$ cat config.mk
export PLATFORM = sky130hd
export DESIGN_NAME = cadence_meas
export DESIGN_NICKNAME = d
export VERILOG_FILES = /design/src/rtl/cadence_meas.sv
export SDC_FILE = /design/constraint.sdc
export NUM_CORES = 1
export LEC_CHECK = 0
export CAP_MARGIN = 20
export CORE_UTILIZATION = 35
export DETAILED_ROUTE_END_ITERATION = 6
export PLACE_DENSITY = 0.61
export RECOVER_POWER = 50
export SLEW_MARGIN = 20
export SYNTH_ARGS = -nofsm -noshare
export SYNTH_HDL_FRONTEND = slang
export SYNTH_SLANG_ARGS = --single-unit
$ cat constraint.sdc
create_clock -name clk -period 4 [get_ports clk]
set_input_delay 0.8 -clock clk [delete_from_list [all_inputs] [get_ports clk]]
set_output_delay 0.8 -clock clk [all_outputs]
set_load 0.02 [all_outputs]
$ cat src/rtl/cadence_meas.sv
`default_nettype none
// +----------------------------------------------------------------------------+
// | Module  : cadence_meas                                                     |
// | Brief   : Crank cadence sensor -> synchronized, debounced, windowed edge   |
// |           count, exponentially filtered into a 5-bit cadence value.        |
// | Revision: 1.0  initial release                                             |
// +----------------------------------------------------------------------------+
module cadence_meas #(
  parameter int WIN_W   = 24,
  parameter int DEB_CNT = 1024
) (
  input  logic       clk,
  input  logic       rst,
  input  logic       cadence_raw,
  output logic [4:0] cadence,
  output logic       not_pedaling,
  output logic       cadence_vld
);

  localparam int                  c_dcnt_w   = $clog2(DEB_CNT);
  localparam logic [c_dcnt_w-1:0] c_dcnt_max = c_dcnt_w'(DEB_CNT - 1);

  logic                r_sync1;
  logic                r_sync2;
  logic                r_deb;
  logic                r_deb_q;
  logic [c_dcnt_w-1:0] r_dcnt;
  logic [WIN_W-1:0]    r_win;
  logic [5:0]          r_ecnt;
  logic [6:0]          r_acc;

  logic                w_rise;
  logic                w_term;
  logic [4:0]          w_smp;
  logic [6:0]          w_acc_next;

  // Two-flop synchronizer for the asynchronous sensor pin
  always_ff @(posedge clk) begin
    if (rst) begin
      r_sync1 <= 1'b0;
      r_sync2 <= 1'b0;
    end else begin
      r_sync1 <= cadence_raw;
      r_sync2 <= r_sync1;
    end
  end

  // The debounced level follows only after DEB_CNT consecutive differing samples
  always_ff @(posedge clk) begin
    if (rst) begin
      r_deb   <= 1'b0;
      r_deb_q <= 1'b0;
      r_dcnt  <= '0;
    end else begin
      r_deb_q <= r_deb;
      if (r_sync2 == r_deb) begin
        r_dcnt <= '0;
      end else if (r_dcnt == c_dcnt_max) begin
        r_deb  <= r_sync2;
        r_dcnt <= '0;
      end else begin
        r_dcnt <= r_dcnt + 1'b1;
      end
    end
  end

  assign w_rise = r_deb & ~r_deb_q;
  assign w_term = &r_win;

  always_ff @(posedge clk) begin
    if (rst) begin
      r_win <= '0;
    end else begin
      r_win <= r_win + 1'b1;
    end
  end

  // Edge counter; a rise on the terminal cycle opens the next window's count
  always_ff @(posedge clk) begin
    if (rst) begin
      r_ecnt <= '0;
    end else if (w_term) begin
      r_ecnt <= {5'd0, w_rise};
    end else if (w_rise && (r_ecnt != 6'd63)) begin
      r_ecnt <= r_ecnt + 6'd1;
    end
  end

  assign w_smp = (r_ecnt > 6'd31) ? 5'd31 : r_ecnt[4:0];

  // acc - acc/4 is at most 93 and smp at most 31, so 7 bits never overflow
  always_comb begin
    w_acc_next = '0;
    if (w_smp != 5'd0) begin
      w_acc_next = r_acc - {2'b00, r_acc[6:2]} + {2'b00, w_smp};
    end
  end

  always_ff @(posedge clk) begin
    if (rst) begin
      r_acc        <= '0;
      cadence      <= '0;
      not_pedaling <= 1'b1;
      cadence_vld  <= 1'b0;
    end else begin
      cadence_vld <= w_term;
      if (w_term) begin
        r_acc        <= w_acc_next;
        cadence      <= w_acc_next[6:2];
        not_pedaling <= (w_smp == 5'd0) | (w_acc_next < 7'd8);
      end
    end
  end

endmodule
`default_nettype wire
==> flow_metrics.py <==
metrics = {
    "setup_path": {
        "reg2reg_setup_slack_ns": 0.99,
        "crit_path_start": "r_ecnt[5]",
        "start_kind": "flop",
        "reg2reg_depth": 9,
        "crit_chain": "or2_2 > fa_1 > ha_1 > or2_2 > o2111a_1 > a211oi_1 > xor2_1 > a2111oi_0 > o32a_1",
        "crit_top_cell": "or2_2",
        "cp.buffers_inverters": 0,
        "cp-endpoint": "not_pedaling",
        "cp_top_family": "compound AO/OA/AOI/OAI gates",
        "worst-path-max-fanout": 7,
        "cp_data_arrival_time_ns": 3.26,
        "crit_cells": 9,
        "critPathRequiredTime_ns": 4.26,
        "r2r_start": "r_ecnt[5]",
        "crit_slowest_cell": "fa_1",
        "path_class": "reg2reg",
        "rr_endpoint": "not_pedaling",
        "critPathMaxStageDelay_ns": 0.44,
        "cp-end-kind": "flop",
    },
    "yosys": {
        "synth-edff-count": 0,
        "synth_area_um2": 2610,
        "synth_ff_type": "dfxtp_1",
        "synth_fa_ha_area_share_pct": 8.629,
        "yosysWarningCount": 0,
        "synth_xor_area_share_pct": 12.42,
        "seq_area_frac_synth_pct": 40.65,
        "synth-simple-area-share_pct": 25.31,
        "synthMuxAreaShare_pct": 0.7670,
        "syn_avg_cell_area_um2": 8.788,
        "ys_async_sr_fraction_pct": 0,
        "syn_nets": 315,
        "synthDistinctLibCells": 40,
        "synthCells": 297,
        "synth-compound-area-share_pct": 6.999,
        "synth_top_family_by_area": "simple AND/OR/NAND/NOR gates",
        "yosys_register_bits": 53,
    },
    "die": {
        "dieHeight_um": 88.36,
        "fp-row-count": 31,
        "initial_core_util_pct": 36.18,
        "io_pins": 10,
        "dieArea_um2": 7807,
        "die-width_um": 88.36,
        "fp.coreArea_um2": 7214,
    },
    "final_layout": {
        "fin_area_um2": 2838,
        "areaGrowthSynthToFinish_pct": 8.725,
        "fin_nets": 318,
        "layout.cells.most_common": "dfxtp_1",
        "antenna-diode-count": 0,
        "drive_above_1_share_pct": 6.312,
        "utilization_pct": 39.33,
        "final_cell_mix": "53 x dfxtp_1, 47 x nor2_1, 26 x xor2_1",
    },
    "sta": {
        "finalCritPeriodShare_pct": 75.20,
        "finalHoldViolations": 0,
        "setup_tns_ns": 0,
        "max_freq_mhz": 332.5,
        "drv_slew": 0,
        "maxSlewHeadroom_pct": 0.1092,
        "setup-violations-final": 0,
        "rsz0062_at_grt": "no",
        "finClkSkew_ns": 0.005409,
        "period_needed_ns": 3.008,
        "tightestPinTransition_ns": 1.498,
    },
    "clocking": {
        "clkTransAtPathRegs_ns": 0.09,
        "post_cts_resized": 0,
        "postCtsSetupBuffers": 0,
        "clock-root-buffer": "clkbuf_8",
        "holdBufCountCts": 0,
        "htree_num_levels": 2,
        "cts_tree": "built",
        "numCtsBuffers": 5,
        "clkSinkCount": 53,
        "clk_path_buf_depth": 2,
        "clk_latency_ns": 0.31,
    },
    "pwr": {
        "p_total_mw": 0.8490,
        "power_density_nw_per_um2": 299.2,
        "p_leak_nw": 1.028,
        "vdd_drop_max_mv": 0.1334,
    },
    "grt": {
        "grt_overflow": 0,
        "grt_pass1_wl_mm": 7.445,
        "grtUsageTotal_pct": 12.20,
        "grt_pass1_vias": 1698,
        "grt_max_degree": 36,
        "antenna_found_initial": 0,
    },
    "placed_design": {
        "dpl.hpwl_mm": 3.126,
        "placed_area_um2": 2751,
        "gp_congestion": 0.7937,
        "portBuffers": 9,
    },
    "routing": {
        "via_per_inst": 4.693,
        "drtIter0Drc": 61,
        "drtAntennaViolNets": 0,
        "drc_errors": 0,
        "wl_per_cell_um": 10.70,
        "routed.top_layer": "met4",
        "wirelength_mm": 4.279,
        "num_vias": 1877,
        "wl_met3_um": 138,
        "dr_wl_met2_mm": 1.990,
        "wl_met1_mm": 2.073,
        "dr.pass1.iters": 4,
    },
    "job": {
        "cap_violations": 1,
    },
    "min_path": {
        "hold_path.class": "reg2reg",
    },
    "status": {
        "outcome": "finished with violations",
        "failed_checks": "capacitance limit",
    },
}
[stage by stage]
stage / hold WS (ns) / setup slack [ns] / cells
finish: 0.4474 / 0.9920 / 400
global route: 0.4706 / 0.6921 / 400
CTS: 0.4563 / 0.9723 / 400
detailed placement: 0.4321 / 0.9948 / 392
global placement: 0.4253 / 1.073 / 392
floorplan: 0.4138 / 1.117 / 297
[registers in the layout (all words and copies together), names as in the netlist]
name	count
not_pedaling	1
r_win	24
r_ecnt	6
r_deb_q	1
r_sync1	1
cadence_vld	1
r_deb	1
r_acc	2
cadence	5
r_sync2	1
r_dcnt	10
[cell families (layout without fill, tap and decap cells)]
| family | after synthesis | in the layout |
|---|---|---|
| compound gates | 29 | 29 |
| xor+xnor | 37 | 37 |
| fa+ha+maj | 15 | 15 |
| buf+inv | 29 | 33 |
| flops | 53 | 53 |
| mux | 2 | 2 |
| simple gates | 132 | 132 |
[area by class of cell]
class	instances	area, um^2
Fill cell	764	4377
Multi-Input combinational cell	215	1413
Sequential cell	53	1061
Tap cell	99	123.9
Timing Repair Buffer	10	93.84
Clock buffer	5	68.82
Inverter	15	56.30
Clock inverter	3	21.27
[synthesized netlist by cell type (2+ instances only)]
library cell	instances	share of area [%]
a211oi_1	2	0.58
a21oi_1	12	2.3
and3_1	4	0.96
and3_2	2	0.58
and4_4	2	0.86
buf_4	5	1.4
clkbuf_1	7	1.0
dfxtp_1	53	41
fa_1	5	3.8
ha_1	10	4.8
inv_1	15	2.2
mux2i_1	2	0.77
nand2_1	20	2.9
nand3_1	24	4.6
nand4_1	6	1.4
nor2_1	47	6.8
nor2b_1	7	1.7
nor3_1	6	1.2
o21a_1	2	0.58
o21ai_0	6	1.2
or2_2	3	0.72
or3_1	4	0.96
xnor2_1	11	3.7
xor2_1	26	8.7
[power breakdown]
| part | internal [mW] | switching (mW) | total, mW |
|---|---|---|---|
| registers | 0.531 | 0.00292 | 0.534 |
| logic | 0.00525 | 0.00969 | 0.0149 |
| clock network | 0.124 | 0.176 | 0.300 |
[worst min-delay path by stage]
stage,from,end,slack [ns],depth (start not counted)
6_report,r_sync1,r_sync2,0.45,1
5_1_grt,r_sync1,r_sync2,0.47,1
4_1_cts,r_sync1,r_sync2,0.46,1
3_5_place_dp,r_sync1,r_sync2,0.43,1
3_3_place_gp,r_sync1,r_sync2,0.43,1
2_1_floorplan,r_sync1,r_sync2,0.41,1
[per-layer routing]
metal	track usage (%)	vias to the layer above
li1	-	989
met1	15.56	861
met2	19.79	21
met3	3.358	6
met4	4.399	0
met5	0	-
Note: power is estimated with default switching activity, not from simulation.
